`config.mk`:
```
export PLATFORM = sky130hd
export DESIGN_NAME = mult_div_ctrl
export DESIGN_NICKNAME = d
export VERILOG_FILES = /design/src/rtl/mult_div_ctrl.sv
export SDC_FILE = /design/constraint.sdc
export NUM_CORES = 1
export LEC_CHECK = 0
export ABC_AREA = 0
export CAP_MARGIN = 20
export CORE_AREA = 8 8 201 203
export DETAILED_ROUTE_END_ITERATION = 8
export DIE_AREA = 0 0 209 211
export MAX_ROUTING_LAYER = met4
export SETUP_SLACK_MARGIN = 0.2
export SLEW_MARGIN = 0
export SYNTH_ARGS = -nofsm -noshare
export SYNTH_HDL_FRONTEND = slang
export SYNTH_SLANG_ARGS = --single-unit
```
`constraint.sdc`:
```
create_clock -name clock -period 8.1 [get_ports clock]
set_input_delay 1.62 -clock clock [delete_from_list [all_inputs] [get_ports clock]]
set_output_delay 1.62 -clock clock [all_outputs]
set_load 0.1 [all_outputs]
```
`src/rtl/mult_div_ctrl.sv`:
```
// Multi-cycle signed multiply (radix-2 Booth) / divide (restoring on magnitudes) unit.
// One iteration per cycle. hi:lo holds the last result until the next operation completes.
module mult_div_ctrl (
  input  logic        clock,
  input  logic        reset,
  input  logic        start,
  input  logic        op,
  input  logic [31:0] a,
  input  logic [31:0] b,
  output logic        busy,
  output logic        done,
  output logic        div_zero,
  output logic [31:0] hi,
  output logic [31:0] lo
);

  localparam int unsigned W     = 32;
  localparam int unsigned CNT_W = 6;
  localparam logic [CNT_W-1:0] LAST_ITER = CNT_W'(W - 1);

  typedef enum logic [1:0] {IDLE, MULT, DIV, DONE} state_e;

  state_e           state_q;
  logic [CNT_W-1:0] cnt_q;
  logic             op_q;
  logic [W-1:0]     acc_q;   // Booth accumulator / division remainder
  logic [W-1:0]     q_q;     // multiplier / dividend shifting into quotient
  logic             q1_q;
  logic [W-1:0]     m_q;     // multiplicand / divisor magnitude
  logic             qneg_q;
  logic             rneg_q;
  logic             busy_q;
  logic             done_q;
  logic             dz_q;
  logic [W-1:0]     hi_q;
  logic [W-1:0]     lo_q;

  logic [W:0]   acc_ext;
  logic [W:0]   m_ext;
  logic [W:0]   booth_sum;
  logic [W-1:0] mul_acc_d;
  logic [W-1:0] mul_q_d;
  logic [W:0]   rem_sh;
  logic [W:0]   trial;
  logic [W-1:0] div_acc_d;
  logic [W-1:0] div_q_d;
  logic [W-1:0] quo_fin;
  logic [W-1:0] rem_fin;

  function automatic logic [W-1:0] neg(input logic [W-1:0] x);
    return ~x + W'(1);
  endfunction

  // Booth step uses a 33-bit sum so that subtracting 0x80000000 cannot overflow.
  always_comb begin
    acc_ext   = {acc_q[W-1], acc_q};
    m_ext     = {m_q[W-1], m_q};
    booth_sum = acc_ext;
    case ({q_q[0], q1_q})
      2'b01:   booth_sum = acc_ext + m_ext;
      2'b10:   booth_sum = acc_ext - m_ext;
      default: booth_sum = acc_ext;
    endcase
    mul_acc_d = booth_sum[W:1];
    mul_q_d   = {booth_sum[0], q_q[W-1:1]};

    rem_sh = {acc_q, q_q[W-1]};
    trial  = rem_sh - {1'b0, m_q};
    if (trial[W]) begin
      div_acc_d = rem_sh[W-1:0];
      div_q_d   = {q_q[W-2:0], 1'b0};
    end else begin
      div_acc_d = trial[W-1:0];
      div_q_d   = {q_q[W-2:0], 1'b1};
    end
    quo_fin = qneg_q ? neg(div_q_d) : div_q_d;
    rem_fin = rneg_q ? neg(div_acc_d) : div_acc_d;
  end

  // done/div_zero are registered from the DONE state, so they rise one edge after entry.
  always_ff @(posedge clock or posedge reset) begin
    if (reset) begin
      state_q <= IDLE;
      cnt_q   <= '0;
      op_q    <= 1'b0;
      acc_q   <= '0;
      q_q     <= '0;
      q1_q    <= 1'b0;
      m_q     <= '0;
      qneg_q  <= 1'b0;
      rneg_q  <= 1'b0;
      busy_q  <= 1'b0;
      done_q  <= 1'b0;
      dz_q    <= 1'b0;
      hi_q    <= '0;
      lo_q    <= '0;
    end else begin
      done_q <= 1'b0;
      dz_q   <= 1'b0;
      case (state_q)
        IDLE: begin
          if (start) begin
            op_q  <= op;
            cnt_q <= '0;
            acc_q <= '0;
            q1_q  <= 1'b0;
            if (!op) begin
              m_q     <= a;
              q_q     <= b;
              qneg_q  <= 1'b0;
              rneg_q  <= 1'b0;
              busy_q  <= 1'b1;
              state_q <= MULT;
            end else begin
              m_q    <= b[W-1] ? neg(b) : b;
              q_q    <= a[W-1] ? neg(a) : a;
              qneg_q <= a[W-1] ^ b[W-1];
              rneg_q <= a[W-1];
              if (b == '0) begin
                state_q <= DONE;
              end else begin
                busy_q  <= 1'b1;
                state_q <= DIV;
              end
            end
          end
        end
        MULT: begin
          acc_q <= mul_acc_d;
          q_q   <= mul_q_d;
          q1_q  <= q_q[0];
          if (cnt_q == LAST_ITER) begin
            cnt_q   <= '0;
            hi_q    <= mul_acc_d;
            lo_q    <= mul_q_d;
            busy_q  <= 1'b0;
            state_q <= DONE;
          end else begin
            cnt_q <= cnt_q + CNT_W'(1);
          end
        end
        DIV: begin
          acc_q <= div_acc_d;
          q_q   <= div_q_d;
          if (cnt_q == LAST_ITER) begin
            cnt_q   <= '0;
            hi_q    <= rem_fin;
            lo_q    <= quo_fin;
            busy_q  <= 1'b0;
            state_q <= DONE;
          end else begin
            cnt_q <= cnt_q + CNT_W'(1);
          end
        end
        DONE: begin
          done_q  <= 1'b1;
          dz_q    <= op_q && (m_q == '0);
          state_q <= IDLE;
        end
        default: state_q <= IDLE;
      endcase
    end
  end

  assign busy     = busy_q;
  assign done     = done_q;
  assign div_zero = dz_q;
  assign hi       = hi_q;
  assign lo       = lo_q;

endmodule

```
Word level (Yosys, flattened, before mapping). Cells that the tools add are included.

Bits in registers: 175. Input bits: 68. Output and inout bits: 67. Logic and storage cells: 92.

Add/sub/neg operators: 8. Equal/unequal tests: 11. Multiplexer cells: 38. Bitwise operators: 5. Reduce and logical (&&, ||, !) cells: 16.

Operator list (number): $mux 32 (13); $pmux 32 s3 (2); $add 32x1->32 const B (4); $not 32->32 (4); $pmux 32 s2 (2); $pmux 33 s2 (1); $logic_not 32->1 (2); $add 32x32->33 (1); $sub 32x32->33 (1); $sub 33x32->33 (1); $mux 6 (2); $pmux 6 s2 (1); $mux 1 (11); $reduce_and 2->1 (5); $add 6x1->6 const B (1); $eq 2x2->1 const B (3); $eq 6x5->1 const B (1); $mux 2 (3); $ne 2x2->1 const B (3); $pmux 2 s3 (1); $reduce_bool 2->1 (3); $eq 2x1->1 const B (2); $pmux 1 s2 (2); $reduce_and 4->1 (1); other kinds (8) (8).

Depth between registers and ports, before layout.
Depth in word-level cells: 7. Depth in mapped cells: 24. Mapped depth without buffers: 21.

Least setup slack after synthesis. OpenSTA, ideal clock, no wires.

Kind: flip-flop to flip-flop. Start: register q_q[31]. End: register hi_q[28] (netlist: hi[28]). Setup time: 82 ps. Arrival: 4856 ps. Required time: 8018 ps. Setup slack: 3162 ps. Cell stages (with the launch flop): 24. Buffers on the path: 3. Period minus slack after synthesis: 4938 ps. Path through: dfrtp_1 inv_1 ha_1 inv_1 fa_1 a211oi_1 o211ai_1 and2_1 o2111a_1 a211oi_2 buf_2 buf_2 buf_1 nand2_1 o21ai_0 inv_1 ha_1 inv_1 nor3_1 a22oi_1 nand2_1 mux2_2 mux2_2 a31oi_1.

Word-level cells in the longest chain between the ends: 7.

RTL lines: start, declared (line 27) `logic [W-1:0] q_q;`; start signal, assigned (line 116) `q_q <= a[W-1] ? neg(a) : a;`; start signal, assigned (line 130) `q_q <= mul_q_d;`; start signal, assigned (line 144) `q_q <= div_q_d;`; $sub 33x32->33 (line 68) `trial = rem_sh - {1'b0, m_q};`; $mux 32 (*) (line 69) `if (trial[W]) begin`; $not 32->32 (line 51) `return ~x + W'(1);`; $add 32x1->32 (line 51); $mux 32 (*) (line 77) `rem_fin = rneg_q ? neg(div_acc_d) : div_acc_d;`; $mux 32 (*) (line 145) `if (cnt_q == LAST_ITER) begin`; $pmux 32 s2 (*) (line 100) `case (state_q)`; end signal, assigned (line 134) `hi_q <= mul_acc_d;`; end signal, assigned (line 147) `hi_q <= rem_fin;`; end, declared (line 35) `logic [W-1:0] hi_q;`.

Mark *: on every way between the ends. The rest lies on a longest branch, timed or not. The select of a mux whose other input is x is not followed. A chain may end at the register's enable or synchronous reset.

Final worst setup path.
Start: register q_q[31]. End: register hi_q[30] (netlist: hi[30]).

The elaborated chain is that of the path after synthesis.

==> results.cfg <==
[outcome]
status = complete, no violations

[critical_path]
crit_required_ps = 8430
r2r_start = q_q[31]
reg2reg_to = hi[30]
path_class = reg -> reg
cp-start-kind = flip-flop
rr_worst_depth = 22
end_kind = flip-flop
r2r_slack_ps = 1980
cp_data_arrival_time_ps = 6460
critPathMaxFanout = 41

[final_layout]
nFillCells = 3756
fin_cells = 2718
final_nets = 2376
drive_gt1_share_pct = 4.23
n_antenna_cell = 0
post-route-util_pct = 50.3
area_growth_pct = 13.6

[worst_hold_path]
whs_path_depth = 2
holdPathEnd = op_q
worst_hold_path_type = reg -> reg
hold_path.startpoint = op_q

[place]
portBuffers = 134
hpwl_um = 47100
gp_congestion = 0.985
dp_worst_setup_slack_ps = 2120
placedCellCount = 2685

[power_and_ir_drop]
peakVddDrop_uv = 225
power_density_mw_per_mm2 = 459
p_leak_nw = 7.74

[global_routing]
overflow = 0
grt_pass1_vias = 15900
grt_max_degree = 101
antenna_found_initial = 2
grt.total_usage_pct = 28.1
grt_pass1_wl_um = 94700

[floorplanning]
die_w_um = 209
boundaryPins = 135
start_util_pct = 44.3
fp.dieH_um = 211
core_mm2 = 0.0371
die_area_mm2 = 0.0441
rows = 71

[sta]
finalHoldViolations = 0
whs_ps = 479
clock.fmax_ghz = 0.163
relSlewSlack_pct = 29.9
tightest_slew_ps = 1050
drv_slew = 0
fin_crit_ps = 6120
rsz0062_at_grt = no
final.setup.worst_slack_ps = 1980
post-route-period-util_pct = 75.6
tns_ps = 0
skew_ps = 15.2
setup_viol = 0

[detailed_routing]
wl_per_cell_um = 22.4
dr.pass1.iters = 5
final_antenna_net_count = 0
first_iter_violations = 1327
remaining_drc_errors = 0
num_vias = 16600
routed_via_density = 6.11
routed_wl_um = 61000

[clocking]
clock-sinks = 175
path_clk_slew_ps = 80
cts_setup_buffers = 0
cts_tree = done
root_buffer = clkbuf_16
cts_buffer_depth = 2
numCtsBuffers = 17
cts.htree.levels = 4
insertion_delay_ps = 470
cts_resized = 0
ctsHoldBuffers = 0

[synth]
yosysMostFrequentCell = nand2_1
syn-cell-area_mm2 = 0.0164
synth_top_flop_cell = dfrtp_1
synthTopCellsByArea = dfrtp_1 27%, o21ai_0 8.4%, nand2_1 7.6%
ys_top_cells_by_count = 332 x nand2_1, 276 x o21ai_0, 178 x a21oi_1
synth_top_cell_by_area = dfrtp_1
yosys.cell_types.count = 78
syn_nets = 2338
syn_area_per_cell_um2 = 7.49
async_reset_ff_share_pct = 100
synth_top_area_share_pct = 26.6
synth_seq_area_share_pct = 26.6
synth-seq-cells = 175
yosys_warnings = 0
syn_inst = 2193
synth_edf_count = 0

[flow_run]
timing.max_cap.violations = 0
[worst max-delay path, stage by stage, from the launching register on]
cell and delay [ps]:
dfrtp_1 580, inv_1 300, ha_1 210, inv_1 50
fa_1 410, a211oi_1 370, o211ai_1 270, and2_1 280
o2111a_1 290, a211oi_4 140, buf_4 470, inv_2 270
o21ai_0 360, inv_1 90, ha_1 290, inv_1 200
nor3_1 80, a22oi_1 210, buf_4 210, nand2_1 150
mux2_2 310, a221oi_1 280, o31ai_1 120
[per-layer routing]
metal	track usage, %	share of wire (%)
met1	33.9	42
met2	46.9	49
met3	3.84	4.6
met4	12.2	4.4
met5	-	0
[worst max path at each step]
stage | slack [ps] | start | endpoint
floorplan | 1730 | reset | acc_q[0]
global placement | 2070 | q_q[31] | hi[30]
detailed placement | 2120 | q_q[31] | hi[30]
CTS | 2100 | q_q[31] | hi[30]
global route | 1750 | q_q[31] | hi[30]
finish | 1980 | q_q[31] | hi[30]
[layout make-up]
cell class	count	area, um2	area share (%)
clock buffers	18	429	2.30
clock inverters	14	165	0.885
inverters	71	272	1.45
multi-input cells	1807	11300	60.5
flip-flops and latches	175	4380	23.5
well taps	474	593	3.18
repair buffers	159	1530	8.20
[where the power goes]
group	total (mW)	internal, mW	switching, mW
sequential	1.52	1.09	0.430
clock	0.863	0.441	0.422
combinational	6.18	2.22	3.97
total	8.56	3.74	4.82
[placed cells by master (no fill, tap or decap), types with 11 or more instances in the layout]
| cell | synthesis | routed |
|---|---|---|
| a211oi_1 | 11 | 11 |
| and4_1 | 11 | 11 |
| buf_4 | 1 | 23 |
| mux2i_1 | 50 | 50 |
| nor3_1 | 35 | 35 |
| nor4_1 | 16 | 16 |
| o41ai_1 | 17 | 17 |
| and2_1 | 19 | 19 |
| a21o_1 | 30 | 30 |
| o211ai_1 | 21 | 21 |
| and3_1 | 11 | 11 |
| mux2_2 | 11 | 11 |
| nand3_1 | 39 | 39 |
| dfrtp_1 | 175 | 175 |
| a22oi_1 | 41 | 41 |
| a21oi_1 | 178 | 178 |
| a221o_1 | 14 | 14 |
| clkbuf_16 | 0 | 17 |
| xnor2_1 | 79 | 79 |
| o21a_1 | 17 | 17 |
| inv_1 | 69 | 68 |
| ha_1 | 75 | 73 |
| nor2_1 | 165 | 165 |
| or4_1 | 13 | 13 |
| o31ai_1 | 43 | 43 |
| xor2_1 | 104 | 104 |
| nand2b_1 | 16 | 16 |
| nand2_1 | 332 | 331 |
| o21ai_0 | 276 | 275 |
| a31oi_1 | 24 | 24 |
| clkdlybuf4s50_1 | 0 | 134 |
| or3_1 | 23 | 23 |
[through the flow]
step	power, mW	area, um2
floorplan	5.83	16400
detailed placement	7.59	18100
global placement	7.53	18100
finish	8.56	18700
global route	9.22	18700
CTS	8.50	18700
[flip-flops by register name, indices dropped and copies added (netlist names)]
| signal | flops |
|---|---|
| acc_q | 32 |
| hi | 32 |
| lo | 32 |
| m_q | 32 |
| q_q | 32 |
| cnt_q | 6 |
| state_q | 2 |
| busy | 1 |
| div_zero | 1 |
| done | 1 |
| op_q | 1 |
| q1_q | 1 |
| qneg_q | 1 |
| rneg_q | 1 |
[logic make-up after synthesis]
family,share of synthesized area [%]
fa+ha+maj,5.95
compound gates,28.7
mux,3.80
xor+xnor,9.75
buf+inv,4.88
simple gates,20.3
flops,26.6
No activity file was read; power rests on OpenSTA's default activity.
